### config.mk
export PLATFORM = sky130hd
export DESIGN_NAME = otf_converter
export DESIGN_NICKNAME = d
export VERILOG_FILES = /design/src/rtl/otf_converter.sv
export SDC_FILE = /design/constraint.sdc
export NUM_CORES = 1
export LEC_CHECK = 0
export ABC_AREA = 1
export BUFFER_PORTS_ARGS = -buffer_cell sky130_fd_sc_hd__buf_2
export CAP_MARGIN = 20
export CORE_ASPECT_RATIO = 0.9
export CORE_MARGIN = 2
export CORE_UTILIZATION = 53
export CTS_BUF_LIST = sky130_fd_sc_hd__clkbuf_8 sky130_fd_sc_hd__clkbuf_16
export DETAILED_ROUTE_END_ITERATION = 8
export PLACE_DENSITY = 0.74
export SLEW_MARGIN = 20
export SYNTH_ARGS = -nofsm -noshare
export SYNTH_HDL_FRONTEND = slang
export SYNTH_SLANG_ARGS = --single-unit
### constraint.sdc
create_clock -name clk -period 3 [get_ports clk]
set_input_delay 0.3 -clock clk [delete_from_list [all_inputs] [get_ports clk]]
set_output_delay 0.3 -clock clk [all_outputs]
set_load 0.05 [all_outputs]
### src/rtl/otf_converter.sv
// On-the-fly converter: MSB-first borrow-save signed digits to an (N+1)-bit two's-complement result via the Q/QM recurrence.
// Optional macro OTF_QM_OUT_EN adds qm_out (final QM, equal to q_out - 1).
module otf_converter #(
    parameter int N = 8
) (
    input  logic         clk,
    input  logic         rst,
    input  logic         in_valid,
    input  logic         in_first,
    input  logic         zp,
    input  logic         zn,
    output logic         in_ready,
    output logic         out_valid,
    input  logic         out_ready,
    output logic         busy,
`ifdef OTF_QM_OUT_EN
    output logic [N:0]   qm_out,
`endif
    output logic [N:0]   q_out
);

    localparam int CW = $clog2(N + 1);
    localparam logic [CW-1:0] CNT_LAST = CW'(N);

    typedef enum logic [1:0] {IDLE, CONV, DONE} state_t;

    state_t          state_q, state_d;
    logic [N:0]      q_q, q_d;
    logic [N:0]      qm_q, qm_d;
    logic [CW-1:0]   cnt_q, cnt_d;
    logic [N:0]      qout_q, qout_d;
    logic [N:0]      qmout_q, qmout_d;

    logic            accept;
    logic            start;
    logic            d_pos;
    logic            d_neg;
    logic [N:0]      q_base, qm_base;
    logic [N:0]      q_step, qm_step;
    logic [CW-1:0]   cnt_nxt;

    always_ff @(posedge clk) begin
        if (rst) begin
            state_q <= IDLE;
            q_q     <= '0;
            qm_q    <= '1;
            cnt_q   <= '0;
            qout_q  <= '0;
            qmout_q <= '1;
        end else begin
            state_q <= state_d;
            q_q     <= q_d;
            qm_q    <= qm_d;
            cnt_q   <= cnt_d;
            qout_q  <= qout_d;
            qmout_q <= qmout_d;
        end
    end

    always_comb begin
        state_d = state_q;
        q_d     = q_q;
        qm_d    = qm_q;
        cnt_d   = cnt_q;
        qout_d  = qout_q;
        qmout_d = qmout_q;

        in_ready  = (state_q != DONE);
        out_valid = (state_q == DONE);
        busy      = (state_q == CONV);

        accept = in_valid && in_ready;
        start  = accept && ((state_q == IDLE) || in_first);

        // 11 and 00 both decode to zero
        d_pos = zp && !zn;
        d_neg = zn && !zp;

        q_base  = start ? '0 : q_q;
        qm_base = start ? '1 : qm_q;

        if (d_pos) begin
            q_step  = {q_base[N-1:0], 1'b1};
            qm_step = {q_base[N-1:0], 1'b0};
        end else if (d_neg) begin
            q_step  = {qm_base[N-1:0], 1'b1};
            qm_step = {qm_base[N-1:0], 1'b0};
        end else begin
            q_step  = {q_base[N-1:0], 1'b0};
            qm_step = {qm_base[N-1:0], 1'b1};
        end

        cnt_nxt = start ? CW'(1) : cnt_q + CW'(1);

        if (accept) begin
            q_d   = q_step;
            qm_d  = qm_step;
            cnt_d = cnt_nxt;
            if (cnt_nxt == CNT_LAST) begin
                state_d = DONE;
                qout_d  = q_step;
                qmout_d = qm_step;
            end else begin
                state_d = CONV;
            end
        end

        if ((state_q == DONE) && out_ready) begin
            state_d = IDLE;
            cnt_d   = '0;
        end
    end

    assign q_out = qout_q;
`ifdef OTF_QM_OUT_EN
    assign qm_out = qmout_q;
`endif

endmodule

==> impl_metrics.env <==
export IMPL_cts_resized=0
export IMPL_yosys_top_cells_count="nand2_1 (55), inv_1 (36), nor2_1 (33)"
export IMPL_coreArea_mm2=0.00282
export IMPL_die_height_um=56.1
export IMPL_die_area_mm2=0.00347
export IMPL_start_kind="register"
export IMPL_start_util_pct=56.7
export IMPL_first_pass_iters=4
export IMPL_holdBufCountCts=0
export IMPL_fill_cells=277
export IMPL_synthCells=236
export IMPL_via_per_inst=4.86
export IMPL_finalSetupViolCount=0
export IMPL_path_max_fanout=20
export IMPL_cts_root_buf="clkbuf_8"
export IMPL_drv_slew=0
export IMPL_path_delay_family="simple AND/OR/NAND/NOR gates"
export IMPL_pre_cts_slack_ns=1.00
export IMPL_p_sw_uw=244
export IMPL_synth_edf_count=0
export IMPL_grt_pass1_vias=1276
export IMPL_synth_area_leader_cell="dfxtp_1"
export IMPL_hp_class="in2reg"
export IMPL_io_pins=19
export IMPL_crit_type="reg2reg"
export IMPL_synth_cell_types=27
export IMPL_tightest_slew_ns=0.740
export IMPL_nNetsFinal=261
export IMPL_fin_setup_tns_ns=0
export IMPL_totalPowerFinal_uw=891
export IMPL_drt_initial_drc_count=50
export IMPL_fin_util_pct=62.7
export IMPL_routabilityCongestion=0.812
export IMPL_synth_fp_nets=246
export IMPL_fin_crit_ns=1.87
export IMPL_max_cap_violations=0
export IMPL_grt_max_degree=26
export IMPL_cp_slowest_cell="nand3_1"
export IMPL_wl_per_cell_um=11.2
export IMPL_clk_pin_slew_worst_paths_ns=0.06
export IMPL_grt_overflow_total=0
export IMPL_post_cts_repair_setup_buffers=0
export IMPL_hold_slack_ns=0.416
export IMPL_synth_area_per_cell_um2=6.76
export IMPL_status="completed"
export IMPL_path_buf_inv=1
export IMPL_hold_viol=0
export IMPL_die_width_um=61.9
export IMPL_grt_total_usage_pct=21.8
export IMPL_grt_pass1_wl_um=5520
export IMPL_worstPathArrival_ns=2.05
export IMPL_crit_chain="inv_2 -> nand2_4 -> nand3_1 -> nand2_2 -> nor2_8 -> nand2_4 -> nand2_1 -> nand2_1 -> nor2_1"
export IMPL_slowest_delay_ns=0.53
export IMPL_fin_crit_sh_pct=62.4
export IMPL_worst_slack_ns=1.13
export IMPL_place_area_mm2=0.00168
export IMPL_power_share_clock_pct=37.0
export IMPL_netlist_area_mm2=0.00160
export IMPL_place_hpwl_um=2210
export IMPL_drc=0
export IMPL_via_count=1415
export IMPL_floorplan_rows=18
export IMPL_synth_flop_cell="dfxtp_1"
export IMPL_ir_drop_mv=0.275
export IMPL_fin_worst_skew_ns=0.00575
export IMPL_antenna_found_initial=0
export IMPL_place_port_buffers=18
export IMPL_seqPwrFrac_pct=49.9
export IMPL_final_cells=291
export IMPL_rsz0062_at_grt="no"
export IMPL_clock_path_buffers=2
export IMPL_yosysMostFrequentCell="nand2_1"
export IMPL_ys_ff_latch=31
export IMPL_drive_gt1_share_pct=13.9
export IMPL_cp_end_kind="register"
export IMPL_diodes=0
export IMPL_fmax_mhz=534
export IMPL_swShare_pct=27.3
export IMPL_async_flop_share_pct=0
export IMPL_synth_top_area_share_pct=38.9
export IMPL_clkLatencyLatePin_ns=0.28
export IMPL_ctsHtreeMaxLevel=2
export IMPL_final_area_mm2=0.00177
export IMPL_clock_sinks=31
export IMPL_ant_nets=0
export IMPL_cp_required_ns=3.18
export IMPL_power_leakage_nw=0.978
export IMPL_relSlewSlack_pct=50.5
export IMPL_cts_buffers=5
export IMPL_drt_total_wl_um=3260
export IMPL_ys_seq_area_share_pct=38.9
export IMPL_internal_power_uw=648
export IMPL_power_density_mw_per_mm2=505
export IMPL_netlist_top_cells_area="dfxtp_1 (39%), nand2_1 (13%), inv_1 (8.5%)"
export IMPL_p_comb_share_pct=13.1
export IMPL_areaGrowthSynthToFinish_pct=10.6
export IMPL_cts_tree="done"
export IMPL_dp_cells=284
export IMPL_ys_warnings_count=0
==> layout make-up <==
class	instances	area, um^2	share of cell area, %
clock buffer	6	82.6	4.68
clock inverter	1	5.00	0.283
inverter	38	148	8.36
multi-input combinational	157	769	43.6
sequential	31	621	35.2
tap	40	50.0	2.83
timing repair buffer	18	90.1	5.10
==> layer usage <==
layer | track usage [%] | vias up | wire [um]
li1 | - | 766 | -
met1 | 29.0 | 616 | 1650
met2 | 32.0 | 26 | 1410
met3 | 6.98 | 7 | 139
met4 | 9.12 | 0 | 56
met5 | 0 | - | 0
==> final timing paths <==
check | startpoint | end | slack [ns] | cells past startpoint
hold reg to reg | qm_q[1] | qm_q[1] | 0.47 | 2
hold / removal | zn | qm_q[0] | 0.42 | 4
setup reg to reg | state_q[0] | q_out[7] | 1.13 | 9
setup / recovery | state_q[0] | q_out[7] | 1.13 | 9
==> flip-flops by register name, indices dropped and copies added, names as in the netlist <==
signal and flops:
state_q 2, cnt_q 4, q_q 8, qm_q 8, q_out 9
==> kinds of logic (layout without fill, tap and decap cells) <==
| kind of cell | Yosys count | in the layout | synth area share (%) |
|---|---|---|---|
| DFF | 31 | 31 | 38.9 |
| AOI/OAI and AO/OA | 46 | 46 | 15.4 |
| adders and majority gates | 3 | 3 | 2.35 |
| and+or+nand+nor | 108 | 108 | 30.5 |
| buffers and inverters | 48 | 63 | 12.9 |
==> tightest hold or removal path: stages <==
cell      delay, ns
buf_2          0.09
ha_1           0.13
nand2_1        0.07
o211ai_1       0.07
==> placed cells by master, fill, tap and decap left out, types with 2 or more instances in the layout <==
cell | Yosys | routed
clkbuf_8 | 0 | 6
inv_1 | 36 | 36
nand2_1 | 55 | 55
ha_1 | 3 | 3
nor2_1 | 33 | 33
a21oi_1 | 17 | 17
o21ai_0 | 21 | 21
dfxtp_1 | 31 | 31
buf_2 | 2 | 18
nand3_1 | 11 | 11
a31oi_1 | 2 | 2
nand2_4 | 3 | 3
a211oi_1 | 2 | 2
==> power by group through the flow <==
| stage | Clock, mW | Combinational [mW] | Sequential [mW] |
|---|---|---|---|
| finish | 0.330 | 0.117 | 0.445 |
| global route | 0.355 | 0.133 | 0.447 |
| CTS | 0.339 | 0.116 | 0.445 |
| detailed placement | 0 | 0.116 | 0.454 |
| global placement | 0 | 0.115 | 0.453 |
| floorplan | 0 | 0.0932 | 0.453 |
No activity file was read; power rests on OpenSTA's default activity.
